<file path="config.mk">
export PLATFORM = sky130hd
export DESIGN_NAME = sig_cdc_sender
export DESIGN_NICKNAME = d
export VERILOG_FILES = /design/src/rtl/sig_cdc_pkg.sv /design/src/rtl/sig_syncro.sv /design/src/rtl/sig_cdc_sender.sv
export SDC_FILE = /design/constraint.sdc
export NUM_CORES = 1
export LEC_CHECK = 0
export ABC_AREA = 0
export BUFFER_PORTS_ARGS = -buffer_cell sky130_fd_sc_hd__buf_2
export CORE_MARGIN = 2
export CORE_UTILIZATION = 53
export CTS_BUF_LIST = sky130_fd_sc_hd__clkbuf_16
export CTS_CLUSTER_SIZE = 14
export DETAILED_ROUTE_END_ITERATION = 12
export PLACE_DENSITY = 0.92
export SYNTH_ARGS = -nofsm -noshare
export SYNTH_HDL_FRONTEND = slang
export SYNTH_SLANG_ARGS = --single-unit
</file>
<file path="constraint.sdc">
create_clock -name clkin -period 4.8 [get_ports clkin]
set_clock_uncertainty 0.15 [all_clocks]
set_input_delay 0 -clock clkin [delete_from_list [all_inputs] [get_ports clkin]]
set_output_delay 0 -clock clkin [all_outputs]
set_load 0.01 [all_outputs]
</file>
<file path="src/rtl/sig_cdc_pkg.sv">
// sig_cdc_pkg: shared types and constants for the toggle-handshake CDC sender.
`default_nettype none

package sig_cdc_pkg;

  localparam int ACK_SYNC_STAGES = 3;

  typedef enum logic [1:0] {
    IDLE     = 2'd0,
    SETUP    = 2'd1,
    WAIT_ACK = 2'd2
  } state_t;

endpackage

`default_nettype wire

</file>
<file path="src/rtl/sig_syncro.sv">
// sig_syncro: N-bit multi-flop synchronizer with async active-low reset.
`default_nettype none

module sig_syncro
  import sig_cdc_pkg::*;
#(
  parameter int N      = 1,
  parameter int STAGES = ACK_SYNC_STAGES
) (
  input  logic         clk,
  input  logic         rst_n,
  input  logic [N-1:0] din,
  output logic [N-1:0] dout
);

  (* ASYNC_REG = "TRUE" *) logic [STAGES*N-1:0] sync_ff;

  always_ff @(posedge clk or negedge rst_n) begin
    if (!rst_n) begin
      sync_ff <= '0;
    end else begin
      sync_ff <= {sync_ff[(STAGES-1)*N-1:0], din};
    end
  end

  assign dout = sync_ff[STAGES*N-1 -: N];

endmodule

`default_nettype wire

</file>
<file path="src/rtl/sig_cdc_sender.sv">
// sig_cdc_sender: source side of a toggle req/ack multi-bit CDC; holds bus_data
// stable from accept until the synchronized ack parity matches bus_req.
`default_nettype none

module sig_cdc_sender
  import sig_cdc_pkg::*;
#(
  parameter int N         = 24,
  parameter int SETUP_CYC = 1,
  parameter int DROP_W    = 8
) (
  input  logic              clkin,
  input  logic              reset_n,
  input  logic [N-1:0]      data_in,
  input  logic              data_valid,
  output logic              ready,
  output logic [N-1:0]      bus_data,
  output logic              bus_req,
  input  logic              bus_ack,
  output logic              busy,
  output logic [DROP_W-1:0] drop_cnt
);

  localparam logic [3:0] SETUP_INIT = 4'(SETUP_CYC - 1);

  state_t     state;
  logic [3:0] setup_cnt;
  logic       ack_s;

  sig_syncro #(
    .N      (1),
    .STAGES (ACK_SYNC_STAGES)
  ) u_ack_sync (
    .clk   (clkin),
    .rst_n (reset_n),
    .din   (bus_ack),
    .dout  (ack_s)
  );

  assign ready = (state == IDLE);
  assign busy  = ~ready;

  always_ff @(posedge clkin or negedge reset_n) begin
    if (!reset_n) begin
      state     <= IDLE;
      bus_data  <= '0;
      bus_req   <= 1'b0;
      setup_cnt <= 4'd0;
    end else begin
      case (state)
        IDLE: begin
          if (data_valid) begin
            bus_data  <= data_in;
            setup_cnt <= SETUP_INIT;
            state     <= SETUP;
          end
        end
        SETUP: begin
          if (setup_cnt == 4'd0) begin
            bus_req <= ~bus_req;
            state   <= WAIT_ACK;
          end else begin
            setup_cnt <= setup_cnt - 4'd1;
          end
        end
        // ack is only compared here, so an early ack toggle during SETUP is ignored
        WAIT_ACK: begin
          if (ack_s == bus_req) begin
            state <= IDLE;
          end
        end
        default: state <= IDLE;
      endcase
    end
  end

  always_ff @(posedge clkin or negedge reset_n) begin
    if (!reset_n) begin
      drop_cnt <= '0;
    end else if (data_valid && (state != IDLE) && (drop_cnt != {DROP_W{1'b1}})) begin
      drop_cnt <= drop_cnt + DROP_W'(1);
    end
  end

endmodule

`default_nettype wire

</file>
==> reports/metrics.yaml <==
status:
  status: "complete, no violations"
place:
  dp_hpwl_um: 2420
  dpl-instance-area_mm2: 0.00214
  place_ws_ns: 3.11
  portBuffers: 62
  gp_congestion: 0.815
min_path:
  min_from: "data_valid"
  hold_class: "input pin to flop"
  hold_path_depth: 4
  holdPathEnd: "drop_cnt[3]"
yosys:
  ys_ff_latch: 42
  yosysTopAreaCellShare: 0.583
  ys_seq_area_frac: 0.583
  synthCells: 126
  syn_area_per_cell_um2: 14.3
  synth_area_mm2: 0.00180
  synth.distinct_cells: 29
  yosys.area_share.simple: 0.0853
  syn_nets: 156
  synth_area_leaders: "dfrtp_1 (58%), mux2_4 (13%), mux2_2 (8.1%), nand2_1 (1.5%), xnor2_1 (1.5%)"
  synth-compound-area-share: 0.0485
  synthAdderAreaFrac: 0.0139
  synth_top_family_by_area: "multiplexers"
  synth-xor-area-share: 0.0146
  yosysTopAreaCell: "dfrtp_1"
  synthMuxAreaShare: 0.225
  ys_warn_count: 0
worst_setup_path:
  startpoint_type: "flop"
  timing.reg2reg.worst_path_depth: 5
  ff2ff_setup_slack_ns: 2.95
  path_class: "flop to flop"
  crit_arrival_ns: 1.90
  end_kind: "flop"
  worst_r2r_endpoint: "setup_cnt[0]"
  crit_required_ns: 4.85
  crit_fanout: 4
  r2r-start: "setup_cnt[0]"
clocking:
  clock-sinks: 42
  cts_buffer_depth: 2
  cts_resized: 0
  cts_buffers: 5
  cts_root_buf: "clkbuf_16"
  insertion_delay_ns: 0.28
  tritoncts: "yes"
  clk_pin_slew_ns: 0.06
  postCtsSetupBuffers: 0
  htreeDepth: 2
routing:
  vias: 1356
  drc: 0
  wl_per_cell_um: 16.4
  ant_nets: 0
  avgViaCountPerCell: 5.10
  drt-total-wl_um: 4360
  first_pass_iters: 4
  drt_iter0_markers: 46
cells_and_area:
  design_area_mm2: 0.00259
  fill_cells: 203
  layout-drive-gt1-share: 0.459
  syn2layout_area_growth_pct: 43.3
  final_net_count: 249
  antenna_cells: 0
floorplanning:
  die_w_um: 62.3
  die_h_um: 62.3
  io-pin-count: 63
  start_util: 0.545
  coreArea_mm2: 0.00331
  design.die.area_mm2: 0.00389
  rows: 21
sta:
  worstMarginPinSlew_ns: 0.886
  setup_violations: 0
  fin_crit_ns: 1.85
  period_share: 0.386
  hold_viol: 0
  relSlewSlack: 0.409
  holdWs_ns: 0.0770
  fmax_mhz: 540
  setup_tns_ns: 0
  slew_viol_final: 0
  rsz0062_at_grt: "false"
  setup_ws_ns: 2.95
power_and_ir_drop:
  power_density_mw_per_mm2: 621
  power_leakage_nw: 1.29
  peakVddDrop_v: 0.000442
  total_power_w: 0.00160
grt:
  grt_usage: 0.248
  antenna_found_initial: 0
  grt_max_degree: 43
  grt.overflow.total: 0
  grt_pass1_wl_um: 7280
  grt_pass1_vias: 1444
flow_run:
  max-cap-violations: 0
worst max path at each step:
| stage | to | cells past startpoint | startpoint | slack [ns] |
|---|---|---|---|---|
| detailed placement | bus_data[3] | 3 | state[1] | 3.11 |
| finish | setup_cnt[0] | 5 | setup_cnt[0] | 2.95 |
| global placement | bus_data[2] | 3 | state[1] | 3.11 |
| global route | setup_cnt[0] | 5 | setup_cnt[0] | 2.79 |
| CTS | setup_cnt[0] | 5 | setup_cnt[0] | 3.05 |
| floorplan | drop_cnt[1] | 4 | drop_cnt[0] | 3.15 |
kinds of logic after synthesis:
family	after synthesis
flops	42
fa+ha+maj	2
buf+inv	6
mux	31
simple gates	28
xor+xnor	3
compound gates	14
sequential cells by signal, indices dropped and copies added, names as in the netlist:
name                flops
bus_data               24
drop_cnt                8
setup_cnt               4
u_ack_sync.sync_ff      3
state                   2
bus_req                 1
layer usage:
metal  up-vias  track usage  share of wire  wire length, um
met5         -            0              0                0
met3        18       0.0525          0.039              171
met1       655        0.283           0.37             1620
met2        47        0.451           0.55             2400
li1        636            -              -                -
met4         0        0.106          0.038              164
synth_stat cells:
master and instances:
a21oi_1 3, a31oi_1 1, and2b_1 1, and3_1 2, buf_12 1, buf_6 2
dfrtp_1 42, ha_1 2, inv_1 3, mux2_2 13, mux2_4 16, mux2i_1 2
nand2_1 7, nand2b_1 2, nand3_1 4, nand4_1 3, nor2_1 2, nor3_1 2
nor3b_1 1, o2111a_1 1, o211ai_1 2, o21a_1 1, o21ai_0 5, o31ai_1 1
or2_2 1, or2b_1 1, or3b_1 1, or3b_2 1, xnor2_1 3
per-stage QoR:
stage	cells	utilization
after floorplan	126	-
after global placement	232	0.646
after detailed placement	232	0.646
after CTS	266	0.781
after global routing	266	0.781
final	266	0.781
worst max-delay path, stage by stage, from the launching register on:
cell	delay, ns
dfrtp_1	0.40
inv_1	0.12
ha_1	0.19
nor3b_1	0.48
o21ai_0	0.23
o21ai_0	0.20
report_power, final:
group	switching, W	internal, W	leakage [nW]
clock	0.000131	0.000296	0.0915
sequential	0.000118	0.000496	0.508
combinational	0.000257	0.000306	0.687
total	0.000506	0.00110	1.29
cell type report:
cell class,instances,area (um^2),area share
Timing Repair Buffer,89,578,0.224
Clock inverter,3,63.8,0.0247
Clock buffer,5,125,0.0484
Inverter,3,11.3,0.00435
Multi-Input combinational cell,78,699,0.270
Sequential cell,42,1050,0.406
Tap cell,46,57.6,0.0223
timing repair:
action,4_1_cts,5_1_grt
hold buffers,26,0
endpoints found under the hold margin,67,0
endpoints found under the setup margin,0,0
layout by cell type, fill, tap and decap left out:
cell type,Yosys,routed
ha_1,2,2
xnor2_1,3,3
dfrtp_1,42,42
nor3b_1,1,1
buf_2,0,62
nand2b_1,2,2
or2b_1,1,1
o21ai_0,5,5
o2111a_1,1,1
bufinv_16,0,2
and2b_1,1,1
o211ai_1,2,2
nand2_1,7,7
buf_4,0,1
a21oi_1,3,3
clkbuf_16,0,5
or3b_1,1,1
o31ai_1,1,1
a31oi_1,1,1
clkinv_1,0,1
dlygate4sd3_1,0,26
or3b_2,1,1
mux2i_1,2,2
o21a_1,1,1
nor3_1,2,2
nor2_1,2,2
inv_1,3,3
nand3_1,4,4
or2_2,1,1
and3_1,2,2
mux2_2,13,13
mux2_4,16,16
nand4_1,3,3
No activity file was read; power rests on OpenSTA's default activity.
